## src/rtl/normalizer_pkg.sv

```systemverilog
// Shared types and constants for the normalizer DMA client-side logic.
package normalizer_pkg;

    localparam int unsigned DMA_DW              = 32;
    localparam int unsigned ARB_TIMEOUT_DEFAULT = 1023;

    typedef enum logic [2:0] {
        ARB_IDLE,
        ARB_ISSUE,
        ARB_WAIT,
        ARB_DONE,
        ARB_FLUSH
    } arb_state_t;

endpackage

```

## src/rtl/normalizer_dma_arbiter_rr_pick.sv

```systemverilog
// Combinational round-robin pick: first pending index after last_i, wrapping.
module rr_pick #(
    parameter  int unsigned N_REQ = 4,
    localparam int unsigned IW    = $clog2(N_REQ)
) (
    input  logic [N_REQ-1:0] pend_i,
    input  logic [IW-1:0]    last_i,
    output logic             valid_o,
    output logic [IW-1:0]    idx_o
);

    int unsigned       cand;
    logic [IW-1:0]     cand_idx;

    always_comb begin
        valid_o  = 1'b0;
        idx_o    = '0;
        cand     = 0;
        cand_idx = '0;
        for (int unsigned i = 1; i <= N_REQ; i++) begin
            cand     = (32'(last_i) + i) % N_REQ;
            cand_idx = IW'(cand);
            if (!valid_o && pend_i[cand_idx]) begin
                valid_o = 1'b1;
                idx_o   = cand_idx;
            end
        end
    end

endmodule

```

## src/rtl/normalizer_dma_arbiter.sv

```systemverilog
// Round-robin arbiter multiplexing N_REQ requesters onto the single normalizer_dma client port,
// with a watchdog that reports a stalled downstream and drains its late completion.
module normalizer_dma_arbiter
    import normalizer_pkg::*;
#(
    parameter int unsigned N_REQ   = 4,
    parameter int unsigned TIMEOUT = ARB_TIMEOUT_DEFAULT
) (
    input  logic                    clk,
    input  logic                    rst,
    input  logic [DMA_DW*N_REQ-1:0] req_addr,
    input  logic [N_REQ-1:0]        req_read,
    input  logic [N_REQ-1:0]        req_write,
    input  logic [DMA_DW*N_REQ-1:0] req_writedata,
    output logic [DMA_DW-1:0]       req_readdata,
    output logic [N_REQ-1:0]        req_rdy,
    output logic                    req_err,
    output logic [DMA_DW-1:0]       dma_addr,
    output logic [DMA_DW-1:0]       dma_writedata,
    output logic                    dma_read,
    output logic                    dma_write,
    input  logic [DMA_DW-1:0]       dma_readdata,
    input  logic                    dma_rdy
);

    localparam int unsigned   IW       = $clog2(N_REQ);
    localparam logic [15:0]   CNT_LAST = 16'(TIMEOUT - 1);
    localparam logic [IW-1:0] LAST_RST = IW'(N_REQ - 1);

    arb_state_t        state_q;
    logic [IW-1:0]     grant_q;
    logic [IW-1:0]     last_q;
    logic              is_wr_q;
    logic              err_q;
    logic [DMA_DW-1:0] addr_q;
    logic [DMA_DW-1:0] wdata_q;
    logic [DMA_DW-1:0] rdata_q;
    logic [15:0]       cnt_q;

    logic [N_REQ-1:0]  pend;
    logic              pick_valid;
    logic [IW-1:0]     pick_idx;
    logic [DMA_DW-1:0] addr_arr  [N_REQ];
    logic [DMA_DW-1:0] wdata_arr [N_REQ];

    assign pend = req_read | req_write;

    for (genvar g = 0; g < N_REQ; g++) begin : g_slice
        assign addr_arr[g]  = req_addr[g*DMA_DW +: DMA_DW];
        assign wdata_arr[g] = req_writedata[g*DMA_DW +: DMA_DW];
    end

    rr_pick #(
        .N_REQ (N_REQ)
    ) u_pick (
        .pend_i  (pend),
        .last_i  (last_q),
        .valid_o (pick_valid),
        .idx_o   (pick_idx)
    );

    always_ff @(posedge clk) begin
        if (!rst) begin
            state_q <= ARB_IDLE;
            grant_q <= '0;
            last_q  <= LAST_RST;
            is_wr_q <= 1'b0;
            err_q   <= 1'b0;
            addr_q  <= '0;
            wdata_q <= '0;
            rdata_q <= '0;
            cnt_q   <= '0;
        end else begin
            case (state_q)
                ARB_IDLE: begin
                    if (pick_valid) begin
                        grant_q <= pick_idx;
                        addr_q  <= addr_arr[pick_idx];
                        // write wins when both request bits are high; reads carry zero data
                        is_wr_q <= req_write[pick_idx];
                        wdata_q <= req_write[pick_idx] ? wdata_arr[pick_idx] : '0;
                        state_q <= ARB_ISSUE;
                    end
                end
                ARB_ISSUE: begin
                    cnt_q   <= '0;
                    state_q <= ARB_WAIT;
                end
                ARB_WAIT: begin
                    if (dma_rdy) begin
                        rdata_q <= is_wr_q ? '0 : dma_readdata;
                        err_q   <= 1'b0;
                        state_q <= ARB_DONE;
                    end else if (cnt_q == CNT_LAST) begin
                        rdata_q <= '0;
                        err_q   <= 1'b1;
                        state_q <= ARB_DONE;
                    end else begin
                        cnt_q <= cnt_q + 16'd1;
                    end
                end
                ARB_DONE: begin
                    last_q  <= grant_q;
                    state_q <= err_q ? ARB_FLUSH : ARB_IDLE;
                end
                ARB_FLUSH: begin
                    // the timed-out command is still owed a dma_rdy; swallow it before re-arbitrating
                    if (dma_rdy) begin
                        state_q <= ARB_IDLE;
                    end
                end
                default: state_q <= ARB_IDLE;
            endcase
        end
    end

    always_comb begin
        dma_read      = 1'b0;
        dma_write     = 1'b0;
        dma_addr      = '0;
        dma_writedata = '0;
        req_rdy       = '0;
        req_readdata  = '0;
        req_err       = 1'b0;
        if (state_q == ARB_ISSUE) begin
            dma_read      = ~is_wr_q;
            dma_write     = is_wr_q;
            dma_addr      = addr_q;
            dma_writedata = wdata_q;
        end
        if (state_q == ARB_DONE) begin
            req_rdy[grant_q] = 1'b1;
            req_readdata     = rdata_q;
            req_err          = err_q;
        end
    end

endmodule

```

## config.mk

```make
export PLATFORM = sky130hd
export DESIGN_NAME = normalizer_dma_arbiter
export DESIGN_NICKNAME = d
export VERILOG_FILES = /design/src/rtl/normalizer_pkg.sv /design/src/rtl/normalizer_dma_arbiter_rr_pick.sv /design/src/rtl/normalizer_dma_arbiter.sv
export SDC_FILE = /design/constraint.sdc
export NUM_CORES = 1
export LEC_CHECK = 0
export BUFFER_PORTS_ARGS = -buffer_cell sky130_fd_sc_hd__buf_2
export CAP_MARGIN = 20
export CORE_AREA = 2 2 155 157
export CTS_BUF_LIST = sky130_fd_sc_hd__clkbuf_8
export DETAILED_ROUTE_END_ITERATION = 6
export DIE_AREA = 0 0 157 159
export PLACE_DENSITY = 0.61
export SLEW_MARGIN = 20
export SYNTH_ARGS = -nofsm -noshare
export SYNTH_HDL_FRONTEND = slang
export SYNTH_SLANG_ARGS = --single-unit
export TNS_END_PERCENT = 100
```

## constraint.sdc

```tcl
create_clock -name clk -period 4.16 [get_ports clk]
set_input_delay 0 -clock clk [delete_from_list [all_inputs] [get_ports clk]]
set_output_delay 0 -clock clk [all_outputs]
set_load 0.02 [all_outputs]
```

# Word-level counts from Yosys, hierarchy flattened
# Index checks and enable logic that the tools add are counted.
[word_totals]
output_inout_bits = 103
inputBits = 299
word_cells = 97
regBits = 121
[op_classes]
n_bitwise = 3
eq_ne = 10
add_sub_neg = 5
n_mux = 48
order_cmp = 8
reduce_logical = 14
[op_table]
columns = ["cell", "count"]
rows = [
  ["$mux W32", 11],
  ["$bmux W32 S2", 2],
  ["$mux W16", 2],
  ["$pmux W16 S2", 1],
  ["$lt A2 B3 Y1 const B", 6],
  ["$add A16 B1 Y16 const B", 1],
  ["$eq A16 B10 Y1 const B", 1],
  ["$mux W1", 15],
  ["$mux W3", 5],
  ["$pmux W3 S5", 1],
  ["$bmux W1 S2", 5],
  ["$mux W2", 4],
  ["$ne A2 B2 Y1 const B", 4],
  ["$eq A3 B2 Y1 const B", 2],
  ["$reduce_and A3 Y1", 2],
  ["$add A2 B1 Y2 const B", 2],
  ["$add A2 B2 Y2 const B", 2],
  ["$logic_and A1 B1 Y1", 4],
  ["$mux W4", 1],
  ["$or A4 B4 Y4", 1],
  ["$reduce_and A2 Y1", 2],
  ["$reduce_bool A2 Y1", 2],
  ["$eq A3 B1 Y1 const B", 1],
  ["$eq A3 B3 Y1 const B", 1],
  ["other kinds (8)", 10],
]

# Logic depth before layout (Yosys ltp)
[logic_depth]
depth_word = 18
ltp_mapped = 8
depth_no_buf = 7

# Modules after synthesis
# A second synthesis with hierarchy kept.
[hier_totals]
hier_cells = 740
area_unflattened_um2 = 6959.2
[modules_own_cells]
columns = ["mod", "n_inst", "area_each_um2", "cells_per_inst", "seq_area_each_um2"]
rows = [
  ["normalizer_dma_arbiter", 1, 6867.8, 726, 2422.3],
  ["rr_pick", 1, 91.3, 14, 0.0],
]

# Least setup slack after synthesis
# Ideal clock, no wire load.
[synth_path]
path_kind = "reg2reg"
startpoint = "reg cnt_q[1]"
endpoint = "reg cnt_q[0]"
t_required_ns = 4.039
path_stages_with_launch = 7
n_path_buf = 1
synth_period_minus_slack_ns = 2.195
setup_slack_ns = 1.965
setup_ns = 0.121
arrival_ns = 2.074
path_cell_list = "dfxtp_1 > ha_1 > or4b_4 > o41ai_4 > nor3_2 > buf_2 > mux2_2"
[synth_via]
elab_chain_cells = 3
[synth_rtl]
columns = ["item", "line_no", "source"]
rows = [
  ["start: declaration", "normalizer_dma_arbiter.sv:38", "logic [15:0] cnt_q;"],
  ["start signal: assignment", "normalizer_dma_arbiter.sv:99", "cnt_q <= cnt_q + 16'd1;"],
  ["$eq A16 B10 Y1", "normalizer_dma_arbiter.sv:94", "end else if (cnt_q == CNT_LAST) begin"],
  ["$ne A2 B2 Y1 (no line)", "n/a", ""],
  ["$reduce_and A3 Y1 (no line)", "n/a", ""],
]
# Every way passes these cells.
# A chain may end at the register's enable or synchronous reset.

# Final worst setup path
[layout_path]
startpoint = "reg last_q[0]"
endpoint = "reg wdata_q[24]"
[layout_via]
elab_chain_cells = 18
elab_cells_between_ends = 34
cone_classes = "4 x add/sub; 22 x mux; 1 x bitwise; 7 x reduce/logical"
[layout_rtl]
columns = ["item", "line_no", "source"]
rows = [
  ["start: declaration", "normalizer_dma_arbiter.sv:32", "logic [IW-1:0] last_q;"],
  ["start signal: assignment", "normalizer_dma_arbiter.sv:103", "last_q <= grant_q;"],
  ["$add A2 B1 Y2", "normalizer_dma_arbiter_rr_pick.sv:21", "cand = (32'(last_i) + i) % N_REQ;"],
  ["$bmux W1 S2", "normalizer_dma_arbiter_rr_pick.sv:23", "if (!valid_o && pend_i[cand_idx]) begin"],
  ["$mux W1 (not written as such)", "normalizer_dma_arbiter_rr_pick.sv:23", ""],
  ["$mux W1", "normalizer_dma_arbiter_rr_pick.sv:23", ""],
  ["$logic_not A1 Y1", "normalizer_dma_arbiter_rr_pick.sv:23", ""],
  ["$logic_and A1 B1 Y1", "normalizer_dma_arbiter_rr_pick.sv:23", ""],
  ["$mux W1", "normalizer_dma_arbiter_rr_pick.sv:23", ""],
  ["$logic_not A1 Y1", "normalizer_dma_arbiter_rr_pick.sv:23", ""],
  ["$logic_and A1 B1 Y1", "normalizer_dma_arbiter_rr_pick.sv:23", ""],
  ["$mux W1", "normalizer_dma_arbiter_rr_pick.sv:23", ""],
  ["$logic_not A1 Y1", "normalizer_dma_arbiter_rr_pick.sv:23", ""],
  ["$logic_and A1 B1 Y1", "normalizer_dma_arbiter_rr_pick.sv:23", ""],
  ["$mux W2", "normalizer_dma_arbiter_rr_pick.sv:23", ""],
  ["$not A2 Y3 (not written as such)", "normalizer_dma_arbiter.sv:81", "wdata_q <= req_write[pick_idx] ? wdata_arr[pick_idx] : '0;"],
  ["$bmux W32 S2", "normalizer_dma_arbiter.sv:81", ""],
  ["$mux W32 (not written as such) (2 in a row)", "normalizer_dma_arbiter.sv:81", ""],
  ["$mux W32", "normalizer_dma_arbiter.sv:81", ""],
  ["end signal: assignment", "normalizer_dma_arbiter.sv:81", ""],
  ["end: declaration", "normalizer_dma_arbiter.sv:36", "logic [DMA_DW-1:0] wdata_q;"],
]
# Several ways; a longest one is shown, not always the timed one. The select of a mux whose other input is x is not followed.

==> reports/metrics.yaml <==
drt_iter0_markers: 764
dp_hpwl_um: 19300
netSwitchingFraction_pct: 30.1
grt_pass1_wl_um: 46300
nets: 1713
final.setup_skew_ps: 19.5
cp-startpoint: "last_q[0]"
grt_overflow: 0
fmax_ghz: 0.273
power.switching_uw: 1040
cts_resized: 0
synth_ff_type: "dfxtp_1"
drive_gt1_share_pct: 32.7
dr.pass1.iters: 7
startpoint_type: "flip-flop"
hold_start: "req_writedata[28]"
async_flop_share_pct: 0
path_class: "flip-flop to flip-flop"
vias: 8859
synth.most_common_cell: "and3_1"
cts_tree: "yes"
rsz0062_at_grt: "false"
worstMarginPinSlew_ps: 781
cp_max_fo: 35
maxSlewViolCount: 0
netlist.top_cell.by_area: "dfxtp_1"
yosys_warnings: 0
final_util_pct: 51.5
ys_types: 58
synth_edf_count: 0
postCtsSetupBuffers: 0
setup-tns-final_ps: 0
drt.antenna.violating_nets: 0
grt_pass1_vias: 9076
p_clk_share_pct: 32.2
clockRootBuffer: "clkbuf_8"
critical_path_required_ps: 4470
ys_seq_area_share_pct: 34.5
pwr-share-seq_pct: 37.5
outcome: "complete, no violations"
p_leak_uw: 0.00606
max_cap_viol_count: 0
synth_common_cells: "and3_1 (129), dfxtp_1 (121), mux2i_1 (101)"
grt_max_degree: 73
hold_buffers: 225
power_uw: 3460
antenna_found_initial: 3
clkLatencyLatePin_ps: 440
cp.arrival_ps: 3970
ys_top_cells_by_area: "dfxtp_1 (34%), mux2i_1 (14%), and3_1 (11%)"
clock_path_buffers: 2
end_kind: "flip-flop"
syn-cell-area_um2: 7030
setup_viol: 0
timing.rr.start: "last_q[0]"
ios: 402
p_comb_share_pct: 30.3
vias_per_cell: 5.08
die_area_um2: 25000
area_growth_pct: 69.9
grt_use_total_pct: 23.2
pwr_density_cell_nw_per_um2: 290
core_area_um2: 23200
drt-total-wl_um: 29600
hold_path_class: "input port to flip-flop"
numCtsBuffers: 17
min_period_ps: 3660
hold_violations: 0
drc_errors: 0
finalCritPeriodShare_pct: 88.0
synth_top_area_share_pct: 34.5
place.gp.congestion: 0.847
ir_worst_vdd_uv: 193
avgSynthCellArea_um2: 8.50
synth_fp_nets: 1128
cts_max_level: 4
die_y_um: 159
fp.dieW_um: 157
num_rows: 56
ys_ff_latch: 121
internal-power_uw: 2420
avgRoutedWirePerCell_um: 17.0
clk_pin_slew_ps: 80
synth_cells: 827
fillCellCount: 2147
portBuffers: 401
relSlewSlack_pct: 47.1
initial_core_util_pct: 30.3
cts.sinks: 121
-- placed cells by master, fill, tap and decap left out, types with 4 or more instances in the layout --
cell type      instances
buf_2                401
nand4_1                6
clkbuf_8              18
and2_1                34
nand3_1                8
and3_1               129
xnor2_1                5
inv_1                  9
a22oi_1               32
a31oi_1                5
nand2_1               82
or3_1                  4
nor2_1                49
buf_4                 15
a21oi_1                8
dlygate4sd3_1        225
nor3_1                 8
mux2i_1              101
dfxtp_1              120
o211ai_1              64
o221ai_1              34
-- stage by stage --
stage | cells | setup WS [ps] | area, um^2 | hold slack, ps
after floorplan | 827 | 1970 | 7030 | 160
after global placement | 1487 | 1530 | 9290 | 246
after detailed placement | 1487 | 1470 | 9290 | 261
after CTS | 1743 | 576 | 11900 | 26.7
after global routing | 1744 | 373 | 11900 | 31.6
final | 1745 | 501 | 11900 | 51.2
-- area by class of cell --
class / count / area [um^2] / share of cell area, %
well taps: 319 / 399 / 3.34
clock inverters: 13 / 154 / 1.29
multi-input cells: 623 / 4300 / 36.0
flip-flops and latches: 121 / 2420 / 20.3
repair buffers: 642 / 4390 / 36.8
inverters: 7 / 26.3 / 0.220
diodes: 2 / 5.00 / 0.0419
clock buffers: 18 / 248 / 2.07
-- power groups by stage --
stage	Combinational [uW]	Sequential [uW]	Clock [uW]
3_5_place_dp	764	1320	0
2_1_floorplan	474	1310	0
5_1_grt	1130	1310	1190
3_3_place_gp	760	1320	0
6_report	1050	1300	1110
4_1_cts	1030	1300	1150
-- flip-flops by register name (all words and copies together), names as in the netlist --
| register | cells |
|---|---|
| grant_q | 2 |
| cnt_q | 16 |
| is_wr_q | 1 |
| err_q | 1 |
| last_q | 2 |
| rdata_q | 32 |
| wdata_q | 32 |
| addr_q | 32 |
| state_q | 3 |
-- path summary, 6_finish.rpt --
| check | slack, ps | endpoint | cells after the start |
|---|---|---|---|
| worst min-delay path | 50 | wdata_q[28] | 4 |
| worst max-delay path | 500 | wdata_q[24] | 8 |
| worst min register to register | 480 | err_q | 2 |
| worst max register to register | 500 | wdata_q[24] | 8 |
-- worst max-delay path: stages, from the launching register on --
cell and delay [ps]:
dfxtp_1 340, o21bai_1 200, or2_2 540, nand2_2 550
buf_4 420, mux2i_1 240, dlygate4sd3_1 580, o211ai_1 80
dlygate4sd3_1 580
-- routing by layer --
| metal | up-vias | part of all wire (%) | global-route usage, % |
|---|---|---|---|
| met5 | - | 0.054 | 0 |
| met1 | 4131 | 39 | 27.4 |
| met2 | 416 | 50 | 40.8 |
| met3 | 58 | 7.5 | 5.04 |
| li1 | 4252 | - | - |
| met4 | 2 | 2.6 | 8.42 |
-- kinds of logic after synthesis --
group,synth area share [%]
xor gates and xnor gates,0.623
muxes,14.9
DFF,34.5
buffers and inverters,4.98
AOI/OAI and AO/OA,18.4
adders and majority gates,0.356
and+or+nand+nor,26.3
Note: power is estimated with default switching activity, not from simulation.
